`src/rtl/mmu_job_arbiter.sv`:
```
// Round-robin owner arbiter and job sequencer in front of one jollof_top MMU.
// Buffers each operand set, bursts it in, waits for finish, streams results back.
module mmu_job_arbiter #(
  parameter int NREQ      = 2,
  parameter int IN_BYTES  = 32,
  parameter int OUT_WORDS = 160,
  parameter int TIMEOUT   = 4096
) (
  input  logic                clk,
  input  logic                rst,
  input  logic [NREQ-1:0]     req_i,
  input  logic [3*NREQ-1:0]   req_nmat_i,
  output logic [NREQ-1:0]     gnt_o,
  input  logic [8*NREQ-1:0]   in_data_i,
  input  logic [NREQ-1:0]     in_valid_i,
  output logic [NREQ-1:0]     in_ready_o,
  output logic [17:0]         out_data_o,
  output logic [NREQ-1:0]     out_valid_o,
  output logic                out_last_o,
  output logic [NREQ-1:0]     done_o,
  output logic [NREQ-1:0]     err_o,
  output logic [7:0]          mmu_input_data_o,
  output logic                mmu_valid_input_o,
  output logic                mmu_read_ram_o,
  input  logic [17:0]         mmu_read_data_i,
  input  logic                mmu_finish_i
);
  localparam int RW = (NREQ > 1) ? $clog2(NREQ) : 1;
  localparam int IW = $clog2(IN_BYTES);
  localparam int TW = $clog2(TIMEOUT) + 1;

  typedef enum logic [2:0] {IDLE, LOAD, FEED, WAIT, RSTART, READ} state_t;

  state_t          state_r, state_s;
  logic [RW-1:0]   owner_r, owner_s, rr_ptr_r, rr_ptr_s, pick_s;
  logic [2:0]      nmat_left_r, nmat_left_s, pick_nmat_s;
  logic [7:0]      cnt_r, cnt_s;
  logic [TW-1:0]   tmo_r, tmo_s;
  logic [NREQ-1:0] err_r, err_s, owner_oh_s;
  logic [7:0]      buf_mem [IN_BYTES];
  logic            pick_found_s, hs_s, wr_en_s, tmo_hit_s, emit_s;

  assign owner_oh_s = NREQ'(1) << owner_r;
  assign hs_s       = (state_r == LOAD) && in_valid_i[owner_r];
  assign tmo_hit_s  = (tmo_r == TW'(TIMEOUT - 1));

  // Round-robin scan starting one past the last owner.
  always_comb begin
    pick_found_s = 1'b0;
    pick_s       = rr_ptr_r;
    for (int i = 1; i <= NREQ; i++) begin
      if (!pick_found_s && req_i[(int'(rr_ptr_r) + i) % NREQ]) begin
        pick_found_s = 1'b1;
        pick_s       = RW'((int'(rr_ptr_r) + i) % NREQ);
      end else begin
        pick_found_s = pick_found_s;
      end
    end
    pick_nmat_s = req_nmat_i[int'(pick_s)*3 +: 3];
  end

  // Next-state logic for the job sequencer.
  always_comb begin
    state_s     = state_r;
    owner_s     = owner_r;
    rr_ptr_s    = rr_ptr_r;
    nmat_left_s = nmat_left_r;
    cnt_s       = cnt_r;
    tmo_s       = tmo_r;
    err_s       = '0;
    wr_en_s     = 1'b0;
    case (state_r)
      IDLE: begin
        if (pick_found_s && (pick_nmat_s == 3'd0)) begin
          err_s[pick_s] = 1'b1;
        end else if (pick_found_s) begin
          owner_s     = pick_s;
          rr_ptr_s    = pick_s;
          nmat_left_s = pick_nmat_s;
          cnt_s       = 8'd0;
          tmo_s       = '0;
          state_s     = LOAD;
        end else begin
          state_s = IDLE;
        end
      end
      LOAD: begin
        if (hs_s) begin
          wr_en_s = 1'b1;
          tmo_s   = '0;
          if (cnt_r == 8'(IN_BYTES - 1)) begin
            cnt_s   = 8'd0;
            state_s = FEED;
          end else begin
            cnt_s = cnt_r + 8'd1;
          end
        end else if (tmo_hit_s) begin
          err_s[owner_r] = 1'b1;
          state_s        = IDLE;
        end else begin
          tmo_s = tmo_r + TW'(1);
        end
      end
      FEED: begin
        if (cnt_r == 8'(IN_BYTES - 1)) begin
          cnt_s   = 8'd0;
          tmo_s   = '0;
          state_s = WAIT;
        end else begin
          cnt_s = cnt_r + 8'd1;
        end
      end
      WAIT: begin
        if (mmu_finish_i) begin
          cnt_s = 8'd0;
          tmo_s = '0;
          if (nmat_left_r > 3'd1) begin
            nmat_left_s = nmat_left_r - 3'd1;
            state_s     = LOAD;
          end else begin
            state_s = RSTART;
          end
        end else if (tmo_hit_s) begin
          err_s[owner_r] = 1'b1;
          state_s        = IDLE;
        end else begin
          tmo_s = tmo_r + TW'(1);
        end
      end
      RSTART: begin
        // First non-zero word from the MMU marks the start of the result stream.
        if (mmu_read_data_i != 18'd0) begin
          cnt_s   = 8'd1;
          state_s = READ;
        end else if (tmo_hit_s) begin
          err_s[owner_r] = 1'b1;
          state_s        = IDLE;
        end else begin
          tmo_s = tmo_r + TW'(1);
        end
      end
      READ: begin
        if (cnt_r == 8'(OUT_WORDS - 1)) begin
          cnt_s   = 8'd0;
          state_s = IDLE;
        end else begin
          cnt_s = cnt_r + 8'd1;
        end
      end
      default: begin
        state_s = IDLE;
      end
    endcase
  end

  // Sequencer state registers.
  always_ff @(posedge clk) begin
    if (rst) begin
      state_r     <= IDLE;
      owner_r     <= '0;
      rr_ptr_r    <= RW'(NREQ - 1);
      nmat_left_r <= 3'd0;
      cnt_r       <= 8'd0;
      tmo_r       <= '0;
      err_r       <= '0;
    end else begin
      state_r     <= state_s;
      owner_r     <= owner_s;
      rr_ptr_r    <= rr_ptr_s;
      nmat_left_r <= nmat_left_s;
      cnt_r       <= cnt_s;
      tmo_r       <= tmo_s;
      err_r       <= err_s;
    end
  end

  // Operand buffer; contents are don't-care after reset.
  always_ff @(posedge clk) begin
    if (wr_en_s) begin
      buf_mem[cnt_r[IW-1:0]] <= in_data_i[int'(owner_r)*8 +: 8];
    end
  end

  assign emit_s = ((state_r == RSTART) && (mmu_read_data_i != 18'd0)) || (state_r == READ);

  // Output decode from the current state.
  always_comb begin
    gnt_o             = (state_r != IDLE) ? owner_oh_s : '0;
    in_ready_o        = (state_r == LOAD) ? owner_oh_s : '0;
    mmu_valid_input_o = (state_r == FEED);
    mmu_input_data_o  = (state_r == FEED) ? buf_mem[cnt_r[IW-1:0]] : 8'd0;
    mmu_read_ram_o    = (state_r == RSTART);
    out_valid_o       = emit_s ? owner_oh_s : '0;
    out_data_o        = emit_s ? mmu_read_data_i : 18'd0;
    out_last_o        = (state_r == READ) && (cnt_r == 8'(OUT_WORDS - 1));
    done_o            = out_last_o ? owner_oh_s : '0;
    err_o             = err_r;
  end
endmodule

```
`config.mk`:
```
export PLATFORM = sky130hd
export DESIGN_NAME = mmu_job_arbiter
export DESIGN_NICKNAME = d
export VERILOG_FILES = /design/src/rtl/mmu_job_arbiter.sv
export SDC_FILE = /design/constraint.sdc
export NUM_CORES = 1
export LEC_CHECK = 0
export ABC_AREA = 1
export BUFFER_PORTS_ARGS = -buffer_cell sky130_fd_sc_hd__buf_2
export CAP_MARGIN = 5
export CORE_AREA = 5 5 155 142
export DETAILED_ROUTE_END_ITERATION = 12
export DIE_AREA = 0 0 160 147
export PLACE_DENSITY = 0.87
export SYNTH_ARGS = -nofsm -noshare
export SYNTH_HDL_FRONTEND = slang
export SYNTH_SLANG_ARGS = --single-unit
```
`constraint.sdc`:
```
create_clock -name clk -period 4.8 [get_ports clk]
set_input_delay 0.72 -clock clk [delete_from_list [all_inputs] [get_ports clk]]
set_output_delay 0.72 -clock clk [all_outputs]
set_load 0.01 [all_outputs]
```
==> impl_metrics.py, run 1 <==
metrics = {
    "yosys": {
        "syn_area_mm2": 0.0129,
        "synthTopCellsByArea": "edfxtp_1 (60%), nor2_1 (7.5%), o21ai_0 (5.8%)",
        "synth-warning-count": 0,
        "syn_nets": 1291,
        "synth.distinct_cells": 38,
        "synth_top_area_share_pct": 59.5,
        "postSynthCellCount": 1237,
        "syn_avg_cell_area_um2": 10.4,
        "yosysTopAreaCell": "edfxtp_1",
        "yosysSeqAreaShare_pct": 65.1,
        "ys_ff_latch": 292,
    },
    "clocking": {
        "post_cts_buffers": 0,
        "clock-sinks": 292,
        "cts_hold_buf": 0,
        "cts.clk_slew.worst_paths_ps": 60,
        "clockBufferDepth": 3,
        "cts_tree": "yes",
        "postCtsResizedCells": 0,
        "cts_buffers": 28,
        "clk_latency_ps": 570,
        "htreeDepth": 1,
        "cts_root_buf": "clkbuf_16",
    },
    "timing": {
        "setup_ws_ps": 747,
        "slew_violations": 0,
        "holdWs_ps": 450,
        "final_hold_viol_count": 0,
        "fmax_ghz": 0.247,
        "period_share_pct": 84.4,
        "slew_headroom_pct": 18.4,
        "rsz0062_at_grt": "false",
        "setup_viol": 0,
        "fin_crit_ps": 4050,
        "worstMarginPinSlew_ps": 1220,
        "finClkSkew_ps": 28.9,
        "tns_ps": 0,
    },
    "global_route": {
        "grt_usage_pct": 26.7,
        "grt_max_degree": 119,
        "antenna_found_initial": 0,
        "grt_pass1_wl_um": 50000,
        "gr-total-overflow": 0,
        "grt_pass1_vias": 9497,
    },
    "detailed_routing": {
        "drt_wl_total_um": 32300,
        "dr.pass1.iters": 6,
        "drtIter0Drc": 1485,
        "ant_nets": 0,
        "wl_per_cell_um": 20.5,
        "vias_per_cell": 6.30,
        "route.detailed.drc": 0,
        "vias": 9941,
    },
    "power_and_ir_drop": {
        "vdd_drop_max_uv": 418,
        "total_power_uw": 6820,
        "leakagePower_uw": 0.00517,
        "power-per-cell-area_mw_per_mm2": 475,
    },
    "layout": {
        "nets": 1351,
        "final_common_cell": "nor2_1",
        "nFillCells": 1370,
        "diodes": 0,
        "area_growth_pct": 11.1,
        "drive_gt1_share_pct": 12.9,
        "mostFrequentLayoutCells": "nor2_1 (257), edfxtp_1 (256), nand2_1 (161)",
    },
    "floorplanning": {
        "num_io_pins": 86,
        "core_mm2": 0.0203,
        "dieArea_mm2": 0.0235,
        "die_height_um": 147,
        "dieWidth_um": 160,
        "start_util_pct": 63.5,
        "fp-row-count": 50,
    },
    "setup_path": {
        "cp.arrival_ps": 3330,
        "start_kind": "flip-flop",
        "cp_max_fo": 118,
        "cp.required_ps": 4080,
        "critical_path_class": "flip-flop to output pin",
        "cp-end-kind": "output pin",
    },
    "placement": {
        "io_buffer_count": 85,
        "hpwl_um": 19300,
        "dp_slack_ps": 1500,
        "place.gp.congestion": 0.918,
    },
    "flow_run": {
        "cap_violations": 0,
    },
    "hold_path": {
        "hold_class": "flip-flop to flip-flop",
    },
    "status": {
        "status": "completed",
    },
}
## final timing paths
check | end | cells past startpoint | slack [ps] | from
worst max-delay path | mmu_input_data_o[2] | 8 | 750 | flip-flop
worst min-delay path | tmo_r[9] | 2 | 450 | tmo_r[9]
worst max register to register | buf_mem[19][4] | 7 | 1940 | state_r[1]
worst min register to register | tmo_r[9] | 2 | 450 | tmo_r[9]
## sequential cells by signal, indices dropped and copies added (netlist names), named ones only
signal	count
buf_mem	256
tmo_r	13
cnt_r	8
nmat_left_r	3
state_r	3
err_o	2
owner_r	1
rr_ptr_r	1
## power by group
part	switching, uW	total (uW)	internal, uW	leakage [uW]
Sequential	67.1	3090	3020	0.00260
Clock	944	2150	1210	0.000433
Combinational	1180	1580	400	0.00213
Total	2190	6820	4630	0.00517
## cells by family after synthesis
family	count (synthesis)	synth area share, %
simple gates	537	17.6
fa+ha+maj	7	0.678
flops	292	65.1
buf+inv	146	4.66
compound gates	250	11.7
xor+xnor	5	0.339
## critical path, stage by stage, from the launching register on
cell	delay [ps]
dfxtp_4	410
buf_4	880
o21ai_0	310
o221ai_1	350
nand3_1	220
nand3_1	150
nand2_1	70
nor2_1	140
buf_2	160
## synth_stat cells
master and n:
a21oi_1 27, a21oi_2 4, a22oi_1 1, a32o_1 2
buf_1 3, buf_2 19, buf_4 6, buf_6 1
clkbuf_1 34, clkinv_1 2, dfxtp_1 36, edfxtp_1 256
ha_1 7, inv_1 68, inv_2 13, nand2_1 161
nand2_2 5, nand2_4 1, nand3_1 84, nand3_4 1
nand3b_1 4, nand4_1 4, nand4_2 1, nor2_1 257
nor2_2 4, nor2_4 5, nor2_8 1, nor3_1 8
nor3_2 1, o211ai_1 9, o21ai_0 150, o21ai_2 1
o21bai_1 1, o221ai_1 52, o22ai_1 2, o31ai_1 1
xnor2_1 2, xor2_1 3
## metal layers
metal	GRT usage (%)	vias up	wire length (um)
met5	0	-	0
met3	4.18	126	3410
li1	-	4476	-
met2	45.0	658	15700
met4	10.2	0	1340
met1	35.3	4681	11900
## per-stage QoR
step                      instance area (um2)  instances  utilization (%)
after floorplan                         12900       1237                -
after global placement                  13500       1527             66.2
after detailed placement                13500       1527             66.2
after CTS                               14400       1578             70.6
after global routing                    14400       1578             70.6
final                                   14400       1578             70.6
## final cells by class
cell class | instances | area [um2] | share of cell area (%)
clock buffer | 36 | 741 | 5.16
inverter | 83 | 313 | 2.18
tap | 260 | 325 | 2.27
multi-input combinational | 799 | 3910 | 27.2
timing repair buffer | 93 | 498 | 3.47
sequential | 292 | 8410 | 58.6
clock inverter | 15 | 154 | 1.07
(Power assumes the default switching activity.)
==> inputs of run 2 (changes only) <==
--- a/config.mk
+++ b/config.mk
@@ -8,10 +8,10 @@
 export ABC_AREA = 1
 export BUFFER_PORTS_ARGS = -buffer_cell sky130_fd_sc_hd__buf_2
 export CAP_MARGIN = 5
-export CORE_AREA = 5 5 155 142
+export CORE_AREA = 5 5 168 154
 export DETAILED_ROUTE_END_ITERATION = 12
-export DIE_AREA = 0 0 160 147
-export PLACE_DENSITY = 0.87
+export DIE_AREA = 0 0 173 159
+export PLACE_DENSITY = 0.79
 export SYNTH_ARGS = -nofsm -noshare
 export SYNTH_HDL_FRONTEND = slang
 export SYNTH_SLANG_ARGS = --single-unit
==> constraint.sdc (replaced) <==
create_clock -name clk -period 3.2 [get_ports clk]
set_input_delay 0.48 -clock clk [delete_from_list [all_inputs] [get_ports clk]]
set_output_delay 0.48 -clock clk [all_outputs]
set_load 0.01 [all_outputs]
==> impl_metrics.py, run 2 (synthesized netlist as in run 1, its figures left out) <==
metrics = {
    "setup_path": {
        "critical_path_class": "flip-flop to output pin",
        "cp.required_ps": 2720,
        "cp-end-kind": "output pin",
        "cp.arrival_ps": 2610,
        "cp_max_fo": 57,
        "start_kind": "flip-flop",
    },
    "clocking": {
        "cts_hold_buf": 0,
        "clk_latency_ps": 580,
        "cts.clk_slew.worst_paths_ps": 60,
        "cts_buffers": 30,
        "cts_root_buf": "clkbuf_16",
        "clock-sinks": 292,
        "post_cts_buffers": 0,
        "clockBufferDepth": 3,
        "htreeDepth": 1,
        "cts_tree": "yes",
    },
    "layout": {
        "area_growth_pct": 14.8,
        "design_area_mm2": 0.0148,
        "mostFrequentLayoutCells": "nor2_1 (257), edfxtp_1 (256), nand2_1 (161)",
        "nets": 1399,
        "drive_gt1_share_pct": 15.8,
        "final_common_cell": "nor2_1",
        "largest_register_ffs": 256,
        "diodes": 0,
    },
    "timing": {
        "period_share_pct": 96.6,
        "fin_crit_ps": 3090,
        "final_hold_viol_count": 0,
        "worstMarginPinSlew_ps": 831,
        "slew_headroom_pct": 44.4,
        "fmax_ghz": 0.323,
        "slew_violations": 0,
        "setup_ws_ps": 108,
        "rsz0062_at_grt": "false",
        "finClkSkew_ps": 30.8,
        "setup_viol": 0,
        "tns_ps": 0,
    },
    "floorplanning": {
        "start_util_pct": 54.0,
        "dieWidth_um": 173,
        "dieArea_mm2": 0.0275,
        "die_height_um": 159,
        "num_io_pins": 86,
        "fp-row-count": 54,
        "core_mm2": 0.0239,
    },
    "global_route": {
        "grt.met1_usage_pct": 31.9,
        "antenna_found_initial": 0,
        "grt_usage_pct": 22.9,
        "grt_pass1_wl_um": 51000,
        "busiest_layer": "met2",
        "grt_max_degree": 129,
        "grt_use_met2_pct": 37.8,
        "gr-total-overflow": 0,
        "use_met3_pct": 3.30,
        "grt_pass1_vias": 9349,
    },
    "detailed_routing": {
        "route.detailed.drc": 0,
        "drt_wl_total_um": 32900,
        "wl_per_cell_um": 19.6,
        "vias_per_cell": 5.91,
        "ant_nets": 0,
        "drtIter0Drc": 1170,
        "dr.pass1.iters": 5,
        "vias": 9913,
    },
    "status": {
        "status": "completed",
    },
    "placement": {
        "hpwl_um": 20400,
        "dp_slack_ps": 704,
        "io_buffer_count": 85,
        "dpl_cell_area_mm2": 0.0139,
        "place.gp.congestion": 0.896,
    },
    "flow_run": {
        "cap_violations": 0,
    },
    "power_and_ir_drop": {
        "leakagePower_uw": 0.00543,
        "power-per-cell-area_mw_per_mm2": 695,
        "vdd_drop_max_uv": 397,
    },
    "hold_path": {
        "hold_class": "input port to flip-flop",
    },
}
run 2: worst paths after layout:
path / endpoint / cells after the start / start / slack [ps]
worst max-delay path: mmu_input_data_o[3] / 10 / flip-flop / 110
worst min-delay path: cnt_r[6] / 2 / rst / 320
worst max register to register: buf_mem[1][3] / 8 / state_r[1] / 790
worst min register to register: tmo_r[9] / 2 / tmo_r[9] / 450
run 2: through the flow:
stage                     std cells  hold WS, ps  total power (uW)  utilization (%)
after floorplan                1237          425              6320                -
after global placement         1620          436              7050             58.1
after detailed placement       1620          444              7120             58.1
after CTS                      1675          303             10300             61.9
after global routing           1676          326             10800             62.0
final                          1676          321             10300             62.0
run 2: critical path: stages (launching register included):
cell and delay, ps:
dfxtp_1 320, buf_4 190, inv_2 100, buf_12 260, o21ai_0 150, o221ai_1 270
nand3_1 160, nand3_1 130, nand2_1 70, nor2_1 220, buf_2 180
run 2: repair_timing:
| action | 4_1_cts | 5_1_grt |
|---|---|---|
| endpoints found under the setup margin | 0 | 3 |
| endpoints found under the hold margin | 0 | 0 |
| gates resized for setup | 0 | 2 |
run 2: final cells by class:
cell class              instances  area, um2
repair buffers                139        918
clock inverters                20        123
fillers                      1853       9090
flip-flops and latches        292       8410
well taps                     308        385
multi-input cells             799       3910
inverters                      83        314
clock buffers                  35        769
run 2: where the power goes:
group          internal [uW]  switching [uW]  total (uW)
Combinational            721            1830        2550
Clock                   1720            1440        3160
Sequential              4510            84.4        4600
run 2: layer usage:
| layer | wire length, um | up-vias | part of all wire [%] |
|---|---|---|---|
| li1 | - | 4574 | - |
| met4 | 1020 | 0 | 3.1 |
| met5 | 0 | - | 0 |
| met1 | 13000 | 4736 | 40 |
| met2 | 15900 | 530 | 48 |
| met3 | 3030 | 73 | 9.2 |
